### src/rtl/uart_pkg.sv
// Shared UART definitions: default bit timing, frame length and the receiver state encoding.
package uart_pkg;

    localparam int BAUD_DIV_DEFAULT = 2604;  // 50 MHz / 19200 baud
    localparam int FRAME_BITS       = 10;    // start + 8 data + stop

    typedef enum logic [1:0] {
        IDLE,
        START,
        DATA,
        STOP
    } rx_state_e;

endpackage

### src/rtl/uart_rx.sv
// 8N1 UART receiver: synchronizes RX, finds the start edge, samples each bit at mid-period and
// presents the byte with sticky rdy/overrun flags and a one-cycle framing-error pulse.
module uart_rx
    import uart_pkg::*;
#(
    parameter int BAUD_DIV = BAUD_DIV_DEFAULT,
    parameter int HALF_DIV = BAUD_DIV / 2
) (
    input  logic       clk,
    input  logic       rst_n,
    input  logic       RX,
    input  logic       clr_rdy,
    output logic [7:0] rx_data,
    output logic       rdy,
    output logic       frame_err,
    output logic       overrun
);

    localparam int CNT_W = ($clog2(BAUD_DIV) > 12) ? $clog2(BAUD_DIV) : 12;

    logic             rx_meta_q, rx_s_q, rx_d_q;
    rx_state_e        state_q, state_d;
    logic [CNT_W-1:0] baud_cnt_q, baud_cnt_d;
    logic [2:0]       bit_cnt_q, bit_cnt_d;
    logic [7:0]       shift_q, shift_d;
    logic [7:0]       rx_data_q, rx_data_d;
    logic             rdy_q, rdy_d;
    logic             frame_err_q, frame_err_d;
    logic             overrun_q, overrun_d;

    logic sample;
    logic fall;

    assign sample = (baud_cnt_q == '0);
    assign fall   = rx_d_q & ~rx_s_q;

    // NOTE: every variable gets a default before the case so no path leaves it unassigned (no latches).
    always_comb begin
        state_d     = state_q;
        baud_cnt_d  = baud_cnt_q;
        bit_cnt_d   = bit_cnt_q;
        shift_d     = shift_q;
        rx_data_d   = rx_data_q;
        rdy_d       = rdy_q;
        frame_err_d = 1'b0;
        overrun_d   = overrun_q;

        if (clr_rdy) begin
            rdy_d     = 1'b0;
            overrun_d = 1'b0;
        end

        if (state_q != IDLE) begin
            baud_cnt_d = sample ? CNT_W'(BAUD_DIV - 1) : baud_cnt_q - 1'b1;
        end

        case (state_q)
            IDLE: begin
                if (fall) begin
                    baud_cnt_d = CNT_W'(HALF_DIV - 1);
                    state_d    = START;
                end
            end
            START: begin
                if (sample) begin
                    if (rx_s_q) begin
                        state_d = IDLE;  // line went back high: glitch, not a start bit
                    end else begin
                        bit_cnt_d = 3'd0;
                        state_d   = DATA;
                    end
                end
            end
            DATA: begin
                if (sample) begin
                    shift_d   = {rx_s_q, shift_q[7:1]};
                    bit_cnt_d = bit_cnt_q + 3'd1;
                    if (bit_cnt_q == 3'd7) begin
                        state_d = STOP;
                    end
                end
            end
            STOP: begin
                if (sample) begin
                    if (rx_s_q) begin
                        rx_data_d = shift_q;
                        rdy_d     = 1'b1;
                        // A set coinciding with clr_rdy wins for rdy but does not flag overrun.
                        if (rdy_q && !clr_rdy) begin
                            overrun_d = 1'b1;
                        end
                    end else begin
                        frame_err_d = 1'b1;
                    end
                    state_d = IDLE;
                end
            end
            default: state_d = IDLE;
        endcase
    end

    // NOTE: sequential state uses non-blocking assignments so all flops update together at the edge.
    always_ff @(posedge clk or negedge rst_n) begin
        if (!rst_n) begin
            rx_meta_q   <= 1'b1;
            rx_s_q      <= 1'b1;
            rx_d_q      <= 1'b1;
            state_q     <= IDLE;
            baud_cnt_q  <= '0;
            bit_cnt_q   <= 3'd0;
            shift_q     <= 8'h00;
            rx_data_q   <= 8'h00;
            rdy_q       <= 1'b0;
            frame_err_q <= 1'b0;
            overrun_q   <= 1'b0;
        end else begin
            rx_meta_q   <= RX;
            rx_s_q      <= rx_meta_q;
            rx_d_q      <= rx_s_q;
            state_q     <= state_d;
            baud_cnt_q  <= baud_cnt_d;
            bit_cnt_q   <= bit_cnt_d;
            shift_q     <= shift_d;
            rx_data_q   <= rx_data_d;
            rdy_q       <= rdy_d;
            frame_err_q <= frame_err_d;
            overrun_q   <= overrun_d;
        end
    end

    assign rx_data   = rx_data_q;
    assign rdy       = rdy_q;
    assign frame_err = frame_err_q;
    assign overrun   = overrun_q;

endmodule

### config.mk
export PLATFORM = sky130hd
export DESIGN_NAME = uart_rx
export DESIGN_NICKNAME = d
export VERILOG_FILES = /design/src/rtl/uart_pkg.sv /design/src/rtl/uart_rx.sv
export SDC_FILE = /design/constraint.sdc
export NUM_CORES = 1
export LEC_CHECK = 0
export BUFFER_PORTS_ARGS = -buffer_cell sky130_fd_sc_hd__buf_2
export CORE_ASPECT_RATIO = 1.1
export CORE_MARGIN = 2
export CORE_UTILIZATION = 50
export CTS_CLUSTER_DIAMETER = 100
export DETAILED_ROUTE_END_ITERATION = 10
export PLACE_DENSITY_LB_ADDON = 0.08
export REMOVE_ABC_BUFFERS = 1
export SLEW_MARGIN = 40
export SYNTH_ARGS = -nofsm -noshare
export SYNTH_HDL_FRONTEND = slang
export SYNTH_SLANG_ARGS = --single-unit
### constraint.sdc
create_clock -name clk -period 2.18 [get_ports clk]
set_input_delay 0.327 -clock clk [delete_from_list [all_inputs] [get_ports clk]]
set_output_delay 0.327 -clock clk [all_outputs]
set_load 0.01 [all_outputs]
==> metrics.txt, run 1 <==
count of cell types in the netlist 38; Met2 Routed Length around 1700 um; area grow syn2layout 20.4%; logic depth of the worst register-to-register path 7; Period Utilization, post-route between 90% and 100%; CP startpoint kind register; WL met1 between 1500 and 2000 um; GRT Overall Usage a little under a fifth; Met3 Wirelength ~130 um; number of ports placed on the die boundary 15; pins over their slew limit 0; start point of the critical path baud_cnt_q[0]; DRT iter0 DRCs 89; DIE AREA about 0.0040 mm^2; number of sinks handled by clock tree synthesis 39; Min-Delay Path Depth 1; Worst path slowest cell sky130_fd_sc_hd__or4b_4; cell area after technology mapping approximately 0.0018 mm^2; count of placed standard cells in the final layout, fillers left out roughly 230; area of the placeable core between 0.003 and 0.004 mm^2; maximum ir drop on the vdd rail 0.526 mV; Antenna diodes 0; reported max-cap violation count 0; max incr delay on CP approximately 0.48 ns; fraction of final layout cells sized beyond drive strength 1 36.4%; clock tree from TritonCTS done; leading register cell type out of synthesis sky130_fd_sc_hd__dfrtp_1; drc violations 0; areal power density over the cells 904 mW/mm^2; top layer in use met4; gp weighted congestion roughly 0.86; critical path data arrival time 2.36 ns; setup slack of the worst register-to-register path 0.05 ns; crit path time final 2.13 ns; die extent in x 60.8 um; # placed instances 216; r2r startpoint baud_cnt_q[0]; capturing element type of the critical path register; Min-Delay Path Class in -> reg; number of flip-flops and latches in the synthesized netlist 39; register clock-pin slew on the reported worst setup and hold paths around 0.11 ns; worst path required time around 2.4 ns; kind of critical path reg -> reg; worst-case hold path end point rx_meta_q; row count 22; length of the first detailed-routing pass in iterations 4; routed length per placed instance 14.5 um; Synth top cells by count sky130_fd_sc_hd__dfrtp_1 (36), sky130_fd_sc_hd__mux2_2 (16), sky130_fd_sc_hd__nor2_1 (10); maximum buffer depth of the clock tree 2; wire length of the first global-routing pass 5490 um; share of flip-flops with an asynchronous set or reset between 90% and 100%; die outline height about 66 um; Post-synth EDFFs 0; Starting Density about 53%; final instance area between 0.002 and 0.0025 mm^2; cell types occupying the most area after synthesis sky130_fd_sc_hd__dfrtp_1 (51%), sky130_fd_sc_hd__mux2_2 (10%), sky130_fd_sc_hd__dfstp_2 (4.4%); final setup violation count 0; CP max FO 8; number of vias per cell after detailed routing between 5 and 6; syn_area_per_cell 11.9 um^2; level count of the clock H-tree 2; yosys synthesis warning count 0; Post-layout nets between 150 and 200; Max-Slew Margin vs Limit ~54%; Final Hold Fails 0; Root Buffer sky130_fd_sc_hd__clkbuf_4; most common cell in the netlist sky130_fd_sc_hd__dfrtp_1; critical register-to-register path endpoint shift_q[6]; Tot Pwr 1930 uW; Post-Route Skew between 0.01 and 0.015 ns; fmax roughly 0.47 GHz; Post-DP Area slightly below 0.002 mm^2; cells traversed along the worst timing path inv_2, ha_4, or4b_4, nor3_4, buf_6, nand3_4, mux2_4; Synth Instances 149; Pleak 0.00101 uW; vias in the first global route approximately 1200; run status complete, no violations; maximum number of pins on one net before global-route repair 40; antenna violations before repair 0; remaining antenna violation count after routing 0; origin of the worst min-delay path RX; transition time at the pin with the least slew margin 0.683 ns; Inserted Clock Buffers 5; portion of the post-synthesis area used by sequential elements a little under three fifths; count of buffers inserted at the top-level ports 14; clock latency on the worst-skew pair ~0.34 ns; top-area cell type share of the netlist area about half; sum of routed wire length over all layers ~3400 um; final HPWL from detailed placement about 2300 um; residual overflow from global routing 0; DR vias around 1300; leading area contributor after synthesis sky130_fd_sc_hd__dfrtp_1
## cell families after synthesis
group	count (synthesis)	synth area share, %
AO/OA/AOI/OAI	22	7.84
multiplexers	17	10.7
XOR/XNOR	6	2.97
adder cells (fa/ha/maj)	4	2.82
flip-flops	39	55.3
AND/OR/NAND/NOR	50	17.9
buffers and inverters	11	2.40
## layout make-up
cell class | instances | area [um^2]
inverters | 7 | 26.3
clock inverters | 2 | 37.5
fillers | 280 | 1220
clock buffers | 6 | 41.3
multi-input cells | 100 | 790
flip-flops and latches | 39 | 980
well taps | 48 | 60.1
repair buffers | 30 | 199
## sequential cells by signal (all words and copies together), names as in the netlist, named ones only
name / cells
baud_cnt_q: 12
state_q: 1
rx_s_q: 1
rx_data: 8
frame_err: 1
overrun: 1
rx_meta_q: 1
rdy: 1
shift_q: 8
rx_d_q: 1
bit_cnt_q: 3
## metal layers
metal | global-route usage [%] | up-vias
met5 | 0 | -
met4 | 7.34 | 0
met3 | 5.09 | 2
met2 | 29.0 | 28
met1 | 24.2 | 633
li1 | - | 618
## layout by cell type, fill, tap and decap left out, drive strengths merged, types with 2 or more instances in the layout
cell type,synthesis,routed
inv,7,7
ha,4,4
nand3,9,9
nand2b,2,2
or3,3,3
nor4,5,5
or4b,2,2
buf,1,29
mux2,16,16
nor3,4,4
clkbuf,3,6
a311oi,2,2
o21ai,7,7
nand2,4,4
dfrtp,36,36
xnor2,4,4
nor4b,2,2
o211ai,2,2
dfstp,3,3
o22ai,2,2
a21oi,5,5
nor2,10,10
or2,2,2
xor2,2,2
nand4,4,5
## metrics by stage
step	setup slack (ns)	hold slack, ns	TNS, ns	util (%)
global placement	0.107	0.348	0	58.2
detailed placement	0.0351	0.349	0	58.2
finish	0.0491	0.0813	0	63.5
CTS	0.0237	0.0629	0	60.5
global route	-0.0288	0.0416	-0.0456	63.5
floorplan	0.185	0.0314	0	-
## power breakdown
| group | internal (uW) | switching (uW) |
|---|---|---|
| clock | 242 | 230 |
| sequential | 811 | 103 |
| combinational | 251 | 292 |
## worst max path at each step
stage	end	slack, ns	cells past startpoint
2_1_floorplan	shift_q[0]	0.18	4
3_3_place_gp	rx_data[2]	0.11	6
3_5_place_dp	rx_data[4]	0.04	6
4_1_cts	rx_data[7]	0.02	6
5_1_grt	shift_q[6]	-0.03	7
6_report	shift_q[6]	0.05	7
## worst max-delay path: cells and delay by family, from the launching register on
kind                       cells  cell delay (ns)
and+or+nand+nor                3             0.86
DFF                            1             0.43
muxes                          1             0.33
buffers and inverters          2             0.26
adders and majority gates      1             0.14
## what timing repair did
item	4_1_cts	5_1_grt
endpoints found under the hold margin	0	36
hold buffers	0	1
endpoints found under the setup margin	0	17
buffers inserted	0	6
resized for setup	0	8
Note: power is estimated with default switching activity, not from simulation.
==> inputs of run 2 (changes only) <==
ABC_AREA = 1   (was default)
==> metrics.txt, run 2 <==
Largest register FFs 12 (unchanged); kind of critical path reg -> reg (unchanged); share of synthesized cell area in full adder, half adder and majority cells 2.52% (was 2.82%); syn_area_per_cell 8.60 um^2 (was 11.9 um^2); residual overflow from global routing 0 (unchanged); number of vias per cell after detailed routing 4.85 (was 5.52); number of sinks handled by clock tree synthesis 39 (unchanged); count of cell types in the netlist 24 (was 38); Root Buffer sky130_fd_sc_hd__clkbuf_8 (was sky130_fd_sc_hd__clkbuf_4); yosys synthesis warning count 0 (unchanged); maximum ir drop on the vdd rail 0.546 mV (was 0.526 mV); GRT Overall Usage 17.9% (was 18.6%); r2r startpoint baud_cnt_q[0] (unchanged); run status complete, no violations (unchanged); row count 24 (was 22); clock tree from TritonCTS done (unchanged); maximum number of pins on one net before global-route repair 25 (was 40); Period Utilization, post-route 74.7% (was 97.7%); fmax 0.614 GHz (was 0.469 GHz); CP startpoint kind register (unchanged); Post-synth EDFFs 0 (unchanged); Setup WS pre-CTS 0.542 ns (was 0.0351 ns); origin of the worst min-delay path RX (unchanged); count of buffers inserted at the top-level ports 14 (unchanged); sum of routed wire length over all layers 3520 um (was 3360 um); portion of the post-synthesis area used by sequential elements 49.3% (was 55.3%); gp weighted congestion 0.833 (was 0.860); length of the first detailed-routing pass in iterations 4 (unchanged); die extent in x 64.1 um (was 60.8 um); worst path required time 2.36 ns (was 2.40 ns); Post-layout nets 260 (was 191); Synth Instances 231 (was 149); clock latency on the worst-skew pair 0.29 ns (was 0.34 ns); Min-Delay Path Depth 1 (unchanged); antenna violations before repair 0 (unchanged); top-area cell type share of the netlist area 45.3% (was 50.8%); reported max-cap violation count 0 (unchanged); simple-gate area share of the yosys netlist 29.9% (was 17.9%); largest family of logic cells by synthesized area simple AND/OR/NAND/NOR gates (unchanged); fraction of final layout cells sized beyond drive strength 1 24.5% (was 36.4%); remaining antenna violation count after routing 0 (unchanged); DRT iter0 DRCs 76 (was 89); leading area contributor after synthesis sky130_fd_sc_hd__dfrtp_1 (unchanged); area grow syn2layout 11.8% (was 20.4%); unrepaired setup endpoints after global routing no; area of the placeable core 0.00390 mm^2 (was 0.00336 mm^2); Util after Layout 56.9% (was 63.5%); number of flip-flops and latches in the synthesized netlist 39 (unchanged); Final Hold Fails 0 (unchanged); critical register-to-register path endpoint rx_data[4] (was shift_q[6]); leading register cell type out of synthesis sky130_fd_sc_hd__dfrtp_1 (unchanged); Max-Slew Margin vs Limit 75.5% (was 54.0%); critical path data arrival time 1.80 ns (was 2.36 ns); final HPWL from detailed placement 2680 um (was 2290 um); pins over their slew limit 0 (unchanged); top library cells by usage in the layout, fill and taps aside sky130_fd_sc_hd__nand2_1 (71), sky130_fd_sc_hd__dfrtp_1 (36), sky130_fd_sc_hd__inv_1 (31) (was sky130_fd_sc_hd__dfrtp_1 (36), sky130_fd_sc_hd__mux2_2 (15), sky130_fd_sc_hd__buf_4 (15)); vias in the first global route 1481 (was 1217); share of flip-flops with an asynchronous set or reset 100% (unchanged); crit path time final 1.63 ns (was 2.13 ns); worst-case hold path end point rx_meta_q (unchanged); areal power density over the cells 1030 mW/mm^2 (was 904 mW/mm^2); Min-Delay Path Class in -> reg (unchanged); maximum buffer depth of the clock tree 2 (unchanged); most common cell after layout, fill and taps aside sky130_fd_sc_hd__nand2_1 (was sky130_fd_sc_hd__dfrtp_1); cell area after technology mapping 0.00199 mm^2 (was 0.00177 mm^2); routed length per placed instance 11.5 um (was 14.5 um); logic depth of the worst register-to-register path 7 (unchanged); level count of the clock H-tree 2 (unchanged); cell types occupying the most area after synthesis sky130_fd_sc_hd__dfrtp_1 (45%), sky130_fd_sc_hd__nand2_1 (13%), sky130_fd_sc_hd__o21ai_2 (7.5%) (was sky130_fd_sc_hd__dfrtp_1 (51%), sky130_fd_sc_hd__mux2_2 (10%), sky130_fd_sc_hd__dfstp_2 (4.4%)); register clock-pin slew on the reported worst setup and hold paths 0.08 ns (was 0.11 ns); Post-Route Skew 0.00802 ns (was 0.0107 ns); Post-Synth XOR/XNOR Area 0.882% (was 2.97%); final setup violation count 0 (unchanged); Inserted Clock Buffers 5 (unchanged); wire length of the first global-routing pass 6420 um (was 5490 um); share of cell area taken by muxes after synthesis 0% (was 10.7%); largest reg by FF count baud_cnt_q (unchanged); die outline height 70.1 um (was 66.4 um); transition time at the pin with the least slew margin 0.367 ns (was 0.683 ns); Synth top cells by count sky130_fd_sc_hd__nand2_1 (71), sky130_fd_sc_hd__dfrtp_1 (36), sky130_fd_sc_hd__inv_1 (31) (was sky130_fd_sc_hd__dfrtp_1 (36), sky130_fd_sc_hd__mux2_2 (16), sky130_fd_sc_hd__nor2_1 (10)); setup slack of the worst register-to-register path 0.55 ns (was 0.05 ns); number of ports placed on the die boundary 15 (unchanged); Starting Density 50.9% (was 52.8%); Fillers 379 (was 280); DR vias 1480 (was 1281); sum of negative setup slack 0 ns (unchanged); compound-cell area share of the yosys netlist 9.82% (was 7.84%); Antenna diodes 0 (unchanged); capturing element type of the critical path register (unchanged); Pleak 0.00116 uW (was 0.00101 uW); post-route worst setup slack 0.552 ns (was 0.0491 ns); CP max FO 17 (was 8); most common cell in the netlist sky130_fd_sc_hd__nand2_1 (was sky130_fd_sc_hd__dfrtp_1); drc violations 0 (unchanged); DIE AREA 0.00449 mm^2 (was 0.00404 mm^2)
## run 2: changes by cell type in the layout (fill, tap and decap cells not counted), moves of 4 or more
cell	delta
sky130_fd_sc_hd__clkbuf_4	-5
sky130_fd_sc_hd__nor2_4	+5
sky130_fd_sc_hd__inv_1	+26
sky130_fd_sc_hd__nand3_1	+11
sky130_fd_sc_hd__a21oi_1	-4
sky130_fd_sc_hd__nor4_1	-4
sky130_fd_sc_hd__buf_4	-14
sky130_fd_sc_hd__o21ai_2	+17
sky130_fd_sc_hd__nand2_1	+67
sky130_fd_sc_hd__clkbuf_8	+7
sky130_fd_sc_hd__nand2_2	+5
sky130_fd_sc_hd__mux2_2	-15
sky130_fd_sc_hd__xnor2_1	-4
## run 2: final cells by class
| class | count | area (um^2) | area share (%) |
|---|---|---|---|
| inverters | 34 | 128 | 5.75 |
| repair buffers | 16 | 87.6 | 3.94 |
| flip-flops and latches | 39 | 980 | 44.1 |
| clock buffers | 7 | 96.3 | 4.34 |
| clock inverters | 1 | 7.51 | 0.338 |
| multi-input cells | 156 | 857 | 38.6 |
| well taps | 52 | 65.1 | 2.93 |
## run 2: logic make-up (layout without fill, tap and decap cells)
family,count (synthesis),after routing
AOI/OAI and AO/OA,26,26
and+or+nand+nor,124,124
DFF,39,39
buffers and inverters,36,58
adders and majority gates,4,4
xor gates and xnor gates,2,2
## run 2: worst max path at each step
stage | from | end | slack [ns]
2_1_floorplan | baud_cnt_q[0] | rx_data[0] | 0.71
3_3_place_gp | baud_cnt_q[0] | rx_data[5] | 0.60
3_5_place_dp | baud_cnt_q[0] | rx_data[4] | 0.54
4_1_cts | baud_cnt_q[0] | rx_data[4] | 0.53
5_1_grt | baud_cnt_q[0] | state_q[0] | 0.39
6_report | baud_cnt_q[0] | rx_data[4] | 0.55
## run 2: metal layers
layer | global-route usage [%] | up-vias | part of all wire, %
li1 | - | 769 | -
met1 | 24.4 | 693 | 47
met2 | 29.3 | 12 | 49
met3 | 2.90 | 6 | 2.4
met4 | 5.67 | 0 | 1.4
met5 | 0 | - | 0
## run 2: report_power, final
group / switching (uW) / total (uW) / internal (uW)
logic: 508 / 758 / 250
registers: 126 / 977 / 852
clock network: 255 / 543 / 288
## run 2: worst max-delay path, cell delays in order, from the launching register on
cell	delay, ns
sky130_fd_sc_hd__dfrtp_1	0.39
sky130_fd_sc_hd__inv_1	0.14
sky130_fd_sc_hd__ha_1	0.22
sky130_fd_sc_hd__nand3_1	0.13
sky130_fd_sc_hd__nor2_4	0.13
sky130_fd_sc_hd__nand4_4	0.28
sky130_fd_sc_hd__nand2_1	0.16
sky130_fd_sc_hd__o21ai_2	0.06
## run 2: what timing repair did
action,CTS,global route
setup buffers,0,0
setup endpoints to repair,0,0
gates resized for setup,0,0
hold buffers,1,0
hold endpoints to repair,15,0
## run 2: through the flow
stage	instances	hold WS, ns	total power, uW	area, um^2
after floorplan	229	0.0314	1580	1960
after global placement	296	0.259	1740	2110
after detailed placement	296	0.265	1750	2110
after CTS	305	0.124	2300	2220
after global routing	305	0.125	2470	2220
final	305	0.132	2280	2220
